--- src/rtl/serial_add_ctrl_pkg.sv ---
// Shared definitions for the bit-serial adder controller: FSM encodings and default width.
// Optional build macro: SERIAL_ADD_SUB_EN (adds the sub input to serial_add_ctrl).
package serial_add_ctrl_pkg;

    localparam int DEFAULT_WIDTH = 8;

    typedef enum logic [1:0] {
        ST_IDLE = 2'd0,
        ST_RUN  = 2'd1,
        ST_DONE = 2'd2
    } state_t;

endpackage

--- src/rtl/serial_add_ctrl_fa_cell.sv ---
// Single-bit full-adder cell used as the serial datapath; purely combinational.
module fa_cell (
    input  logic i_a,
    input  logic i_b,
    input  logic i_c,
    output logic o_s,
    output logic o_co
);

    assign o_s  = i_a ^ i_b ^ i_c;
    assign o_co = (i_a & i_b) | (i_a & i_c) | (i_b & i_c);

endmodule

--- src/rtl/serial_add_ctrl.sv ---
// Bit-serial adder controller: one full-adder cell walks a WIDTH-bit operand pair LSB first.
// Optional build macro: SERIAL_ADD_SUB_EN adds input sub (a - b when sub=1).
module serial_add_ctrl
    import serial_add_ctrl_pkg::*;
#(
    parameter  int WIDTH = DEFAULT_WIDTH,
    localparam int CNT_W = $clog2(WIDTH + 1)
) (
    input  logic             clk,
    input  logic             rst,
    input  logic             start,
    input  logic [WIDTH-1:0] a,
    input  logic [WIDTH-1:0] b,
    input  logic             cin,
`ifdef SERIAL_ADD_SUB_EN
    input  logic             sub,
`endif
    output logic             busy,
    output logic             done,
    output logic [WIDTH-1:0] sum,
    output logic             cout
);

    localparam logic [CNT_W-1:0] CNT_LAST = CNT_W'(WIDTH - 1);

    state_t           r_state;
    logic [WIDTH-1:0] r_sh_a;
    logic [WIDTH-1:0] r_sh_b;
    logic [WIDTH-2:0] r_sh_s;
    logic             r_carry;
    logic [CNT_W-1:0] r_cnt;
    logic             r_busy;
    logic             r_done;
    logic [WIDTH-1:0] r_sum;
    logic             r_cout;

    logic             w_s;
    logic             w_co;
    logic [WIDTH-1:0] w_sum_next;
    logic [WIDTH-1:0] w_b_load;
    logic             w_c_load;

`ifdef SERIAL_ADD_SUB_EN
    // Subtraction is a + ~b + 1; cin is deliberately ignored in that mode.
    assign w_b_load = sub ? ~b : b;
    assign w_c_load = sub ? 1'b1 : cin;
`else
    assign w_b_load = b;
    assign w_c_load = cin;
`endif

    fa_cell u_fa (
        .i_a  (r_sh_a[0]),
        .i_b  (r_sh_b[0]),
        .i_c  (r_carry),
        .o_s  (w_s),
        .o_co (w_co)
    );

    // Partial sum holds WIDTH-1 bits; the current cell output completes the word.
    assign w_sum_next = {w_s, r_sh_s};

    always_ff @(posedge clk) begin
        if (rst) begin
            r_state <= ST_IDLE;
            r_sh_a  <= '0;
            r_sh_b  <= '0;
            r_sh_s  <= '0;
            r_carry <= 1'b0;
            r_cnt   <= '0;
            r_busy  <= 1'b0;
            r_done  <= 1'b0;
            r_sum   <= '0;
            r_cout  <= 1'b0;
        end else begin
            r_done <= 1'b0;
            case (r_state)
                ST_IDLE: begin
                    if (start) begin
                        r_sh_a  <= a;
                        r_sh_b  <= w_b_load;
                        r_carry <= w_c_load;
                        r_sh_s  <= '0;
                        r_cnt   <= '0;
                        r_busy  <= 1'b1;
                        r_state <= ST_RUN;
                    end
                end
                ST_RUN: begin
                    r_sh_a  <= r_sh_a >> 1;
                    r_sh_b  <= r_sh_b >> 1;
                    r_sh_s  <= w_sum_next[WIDTH-1:1];
                    r_carry <= w_co;
                    if (r_cnt == CNT_LAST) begin
                        // Publish the result together with the done pulse.
                        r_cnt   <= '0;
                        r_busy  <= 1'b0;
                        r_done  <= 1'b1;
                        r_sum   <= w_sum_next;
                        r_cout  <= w_co;
                        r_state <= ST_DONE;
                    end else begin
                        r_cnt <= r_cnt + CNT_W'(1);
                    end
                end
                ST_DONE: begin
                    r_state <= ST_IDLE;
                end
                default: begin
                    r_state <= ST_IDLE;
                    r_busy  <= 1'b0;
                    r_cnt   <= '0;
                end
            endcase
        end
    end

    assign busy = r_busy;
    assign done = r_done;
    assign sum  = r_sum;
    assign cout = r_cout;

endmodule
--- config.mk ---
export PLATFORM = sky130hd
export DESIGN_NAME = serial_add_ctrl
export DESIGN_NICKNAME = d
export VERILOG_FILES = /design/src/rtl/serial_add_ctrl_pkg.sv /design/src/rtl/serial_add_ctrl_fa_cell.sv /design/src/rtl/serial_add_ctrl.sv
export SDC_FILE = /design/constraint.sdc
export NUM_CORES = 1
export LEC_CHECK = 0
export BUFFER_PORTS_ARGS = -buffer_cell sky130_fd_sc_hd__buf_2
export CORE_MARGIN = 5
export CORE_UTILIZATION = 50
export CTS_CLUSTER_SIZE = 8
export DETAILED_ROUTE_END_ITERATION = 12
export HOLD_SLACK_MARGIN = 0.12
export MAX_ROUTING_LAYER = met4
export PLACE_DENSITY = 0.78
export SLEW_MARGIN = 20
export SYNTH_ARGS = -nofsm -noshare
export SYNTH_HDL_FRONTEND = slang
export SYNTH_SLANG_ARGS = --single-unit
--- constraint.sdc ---
create_clock -name clk -period 3.1 [get_ports clk]
set_input_delay 0.775 -clock clk [delete_from_list [all_inputs] [get_ports clk]]
set_output_delay 0.775 -clock clk [all_outputs]
set_load 0.05 [all_outputs]
* Word level (Yosys, flattened, before mapping)
Index checks and enable logic that the tools add are counted.
** Storage, ports and cells
- Register bits after elaboration :: 41
- Bits in latches :: 0
- Bits in writable memories :: 0
- Bits in read-only memories :: 0
- Bits of input ports :: 20
- Output and inout bits :: 11
- Logic and storage cells :: 51
- Memories :: 0
** Cells by class
- Add/sub/neg operators :: 1
- $mul :: 0
- Divide/modulo/power cells :: 0
- $lt $le $gt $ge :: 0
- Equal/unequal tests :: 5
- Shift-type cells :: 0
- Muxes and demuxes :: 18
- Bitwise gates (word level) :: 9
- Reduce and logical (&&, ||, !) cells :: 8
** Operator list (number)
- $pmux 8 s2 :: 2
- $mux 8 :: 2
- $pmux 7 s2 :: 1
- $pmux 4 s3 :: 1
- $mux 4 :: 2
- $reduce_and 2->1 :: 4
- $mux 7 :: 1
- $add 4x1->4 const B :: 1
- $eq 4x3->1 const B :: 1
- $mux 1 :: 4
- $mux 2 :: 2
- $ne 2x2->1 const B :: 2
- $pmux 2 s2 :: 1
- $and 1x1->1 :: 3
- $pmux 1 s3 :: 1
- $reduce_and 3->1 :: 1
- $eq 2x1->1 const B :: 1
- $eq 2x2->1 const B :: 1
- $logic_not 2->1 :: 1
- $not 1->1 :: 2
- $or 1x1->1 :: 2
- $pmux 1 s2 :: 1
- $reduce_bool 2->1 :: 1
- $reduce_or 2->1 :: 1
- $xor 1x1->1 :: 2

* Depth between registers and ports, before layout
- Depth after elaboration :: 4
- Mapped depth :: 6
- Mapped depth without buffers :: 4

* Cells and area by module
A second synthesis with hierarchy kept.
** Second synthesis, totals
- Cells, all modules :: 192
- Area total of the unflattened synthesis :: 1661.6 µm²
** Modules (own cells, without submodules)
- serial_add_ctrl :: instances 1, cells an instance 191, area an instance 1641.6 µm², seq. area each 820.8 µm²
- fa_cell :: instances 1, cells an instance 1, area an instance 20.0 µm², seq. area each 0.0 µm²

* Worst setup path before layout
OpenSTA, ideal clock, no wires.
- Path kind :: input to register
- From :: input start
- To :: register r_sh_a[1]
- Arrival time :: 1476 ps
- Path slack :: 1491 ps
- Stages on the path :: 4
- Buffers on the path :: 1
- Cells stage by stage :: buf_2 -> or3b_1 -> a21oi_1 -> nor3_1
** On the way
- Word-level cells in the longest chain between the ends :: 2
** Ends and longest elaborated chain
- start, declared :: line serial_add_ctrl.sv:11 : input logic start,
- $ne 2x2->1 (no source line)
- $reduce_and 2->1 (no source line)
- end signal, assigned :: line serial_add_ctrl.sv:90 : r_sh_a <= r_sh_a >> 1;
- end, declared :: line serial_add_ctrl.sv:27 : logic [WIDTH-1:0] r_sh_a;
No other way between the ends.
A chain may end at the register's enable or synchronous reset.

* Worst setup path in the final report
- From :: register r_state[0]
- To :: register r_cnt[3]
** On the way
- Word-level cells in the longest chain between the ends :: 3
- Elaborated cells on any way between the ends :: 7
- Classes of those cells :: eq/ne (3); mux (1); bitwise (1); reduce/logical (2)
** Ends and longest elaborated chain
- start, declared :: line serial_add_ctrl.sv:26 : state_t r_state;
- start signal, assigned :: line serial_add_ctrl.sv:65 : r_state <= ST_IDLE;
- start signal, assigned :: line serial_add_ctrl.sv:86 : r_state <= ST_RUN;
- start signal, assigned :: line serial_add_ctrl.sv:101 : r_state <= ST_DONE;
- $logic_not 2->1 or $eq 2x2->1 (tied branches) :: line serial_add_ctrl.sv:77 : case (r_state)
- $ne 2x2->1 (no source line) or $not 1->1 (tied branches)
- $reduce_and 2->1 (no source line)
- end signal, assigned :: line serial_add_ctrl.sv:103 : r_cnt <= r_cnt + CNT_W'(1);
- end, declared :: line serial_add_ctrl.sv:31 : logic [CNT_W-1:0] r_cnt;
Several ways; a longest one is shown, not always the timed one.

==> flow_summary.ini <==
[drt]
num_vias = 1420
drtPass1Iterations = 4
drc = 0
drtIter0Drc = 108
final_antenna_net_count = 0
routedWlPerCell_um = 13.2
wl_um = 3520
viasPerCell = 5.34

[floorplanning]
coreArea_mm2 = 0.00361
chipWidth_um = 70.7
die_y_um = 70.7
die_area_mm2 = 0.00500
start_util = 0.511
ios = 31
rows = 22

[critical_path]
cp_data_arrival_time_ns = 2.03
end_kind = flip-flop
slowest_delay_ns = 0.77
path_max_fanout = 20
cp.required_ns = 3.32
setup.worst_path.start = r_state[0]
r2r-start = r_state[0]
critPathSlowestCell = dfxtp_1
crit_family = flip-flops
path_cells = nand2b_1 -> a2111o_1 -> a31oi_1
worst-path-buf-inv = 0
criticalPathCategory = reg -> reg
start_kind = flip-flop

[place]
gp_congestion = 0.763
place_ws_ns = 1.27
port_buffers = 30
placed_cell_area_mm2 = 0.00194
hpwlAfterDp_um = 2270

[power_and_ir_drop]
p_switching_uw = 264
intPower_uw = 797
power.density_mw_per_mm2 = 520
p_sw_frac = 0.249
ir_drop_mv = 0.311
p_clk_frac = 0.359
seqPwrFrac = 0.536
comb_power_share = 0.105
p_leak_nw = 0.805

[cts]
holdBufCountCts = 0
postCtsSetupBuffers = 0
clk_pin_slew_ns = 0.07
cts_buffer_depth = 2
postCtsResizedCells = 0
numCtsBuffers = 5
cts_sinks = 41
ctsRootBufferMaster = clkbuf_8
clkLatencyLatePin_ns = 0.30
cts_tree = done
cts_max_level = 2

[synthesis]
muxShareOfSynthArea = 0
ys_ff_latch = 41
synth-simple-area-share = 0.187
yosysUniqueCellTypes = 35
synth_cells = 198
seq_area_frac_synth = 0.445
synth_area_mm2 = 0.00184
syn_nets = 220
synth_top_family_by_area = compound AO/OA/AOI/OAI gates
synth_compound_area_frac = 0.284
synth.yosys.warnings = 0
synthAdderAreaFrac = 0.0176
synth.avg_cell_area_um2 = 9.31
synth_xor_area_frac = 0

[global_routing]
grtUsageTotal = 0.152
grt_pass1_vias = 1317
grt_pass1_wl_um = 5870
overflow = 0
antenna_found_initial = 0
grt_max_degree = 42

[timing]
report.final.hold_viol_count = 0
period_share = 0.583
worst_slack_ns = 1.29
relSlewSlack = 0.454
setup_tns_ns = 0
max_freq_mhz = 553
finalSetupViolCount = 0
rsz0062_at_grt = no
worst-slew-pin-transition_ns = 0.819
post-route-min-period_ns = 1.81
whs_ns = 0.479
slew_violations = 0
finClkSkew_ns = 0.00504

[finish]
drive_gt1_frac = 0.248
fin_area_mm2 = 0.00204
diodes = 0
mostFrequentLayoutCells = dfxtp_1, nor2_1, buf_2
area_growth_pct = 10.7
layout_commonest_cell = dfxtp_1
finish.utilization = 0.566
nNetsFinal = 239

[run]
cap_violations = 0

[run_status]
run_status = completed

[min_path]
hp-class = reg -> reg
hold_start = r_sh_s[0]
-- flip-flops by register name, summed over array words and instances, names as in the netlist --
signal / flops
r_carry: 1
r_sh_b: 8
sum: 8
r_sh_a: 8
busy: 1
r_sh_s: 7
r_state: 2
cout: 1
done: 1
r_cnt: 4
-- logic make-up (layout without fill, tap and decap cells) --
logic type / Yosys count / in the layout
AOI/OAI and AO/OA: 64 / 64
adders and majority gates: 2 / 2
buffers and inverters: 20 / 40
DFF: 41 / 41
and+or+nand+nor: 71 / 71
-- worst paths after layout --
check / to / slack [ns] / cells after the start
hold reg to reg: sum[0] / 0.48 / 2
setup / recovery: r_cnt[3] / 1.29 / 3
setup reg to reg: r_cnt[3] / 1.29 / 3
hold / removal: sum[0] / 0.48 / 2
-- per-layer routing --
layer | wire, um | global-route usage | vias up
met4 | 77 | 0.0752 | 0
met1 | 1760 | 0.186 | 649
met5 | 0 | - | -
met3 | 137 | 0.0540 | 6
li1 | - | - | 741
met2 | 1550 | 0.221 | 24
-- Yosys cell counts --
| library cell | instances | area share |
|---|---|---|
| nand2_1 | 7 | 0.014 |
| nor3_1 | 5 | 0.014 |
| buf_6 | 5 | 0.031 |
| and3b_1 | 1 | 0.0047 |
| a31oi_1 | 1 | 0.0034 |
| buf_1 | 2 | 0.0041 |
| a32oi_1 | 1 | 0.0047 |
| a22oi_1 | 9 | 0.037 |
| a21oi_2 | 10 | 0.047 |
| dfxtp_1 | 41 | 0.45 |
| o2bb2ai_1 | 3 | 0.014 |
| o21ba_4 | 1 | 0.0088 |
| a211oi_2 | 2 | 0.014 |
| o22ai_1 | 2 | 0.0068 |
| or3_1 | 1 | 0.0034 |
| or3b_1 | 3 | 0.014 |
| clkbuf_1 | 3 | 0.0061 |
| a2bb2oi_1 | 1 | 0.0047 |
| buf_2 | 8 | 0.022 |
| a211oi_1 | 11 | 0.045 |
| fa_1 | 1 | 0.011 |
| o21bai_4 | 1 | 0.010 |
| a2111o_1 | 1 | 0.0061 |
| nor3b_1 | 1 | 0.0041 |
| nand3_1 | 13 | 0.035 |
| nand2b_1 | 7 | 0.024 |
| clkinv_1 | 1 | 0.0020 |
| ha_1 | 1 | 0.0068 |
| a21bo_1 | 9 | 0.049 |
| and2b_4 | 1 | 0.0054 |
| inv_1 | 1 | 0.0020 |
| or3b_2 | 1 | 0.0047 |
| nor2_1 | 31 | 0.063 |
| a21oi_1 | 11 | 0.030 |
| o21a_1 | 1 | 0.0041 |
-- power groups by stage --
stage | clock, mW | combinational [mW] | sequential [mW]
final | 0.381 | 0.111 | 0.568
after detailed placement | 0 | 0.112 | 0.580
after global routing | 0.413 | 0.125 | 0.571
after CTS | 0.391 | 0.112 | 0.568
after global placement | 0 | 0.111 | 0.580
after floorplan | 0 | 0.0959 | 0.576
-- cell type report --
cell class | count | area [um^2]
Clock buffer | 7 | 96.3
Clock inverter | 1 | 5.00
Tap cell | 48 | 60.1
Timing Repair Buffer | 30 | 150
Inverter | 2 | 7.51
Multi-Input combinational cell | 137 | 901
Fill cell | 326 | 1570
Sequential cell | 41 | 821
-- worst reg2reg max path, stage by stage (launching register included) --
cell and delay [ns]:
dfxtp_1 0.77, nand2b_1 0.36, a2111o_1 0.46, a31oi_1 0.15
-- stage by stage --
stage	total power [mW]	cells
finish	1.06	266
global route	1.11	266
CTS	1.07	266
detailed placement	0.692	258
global placement	0.691	258
floorplan	0.672	198
(Power assumes the default switching activity.)
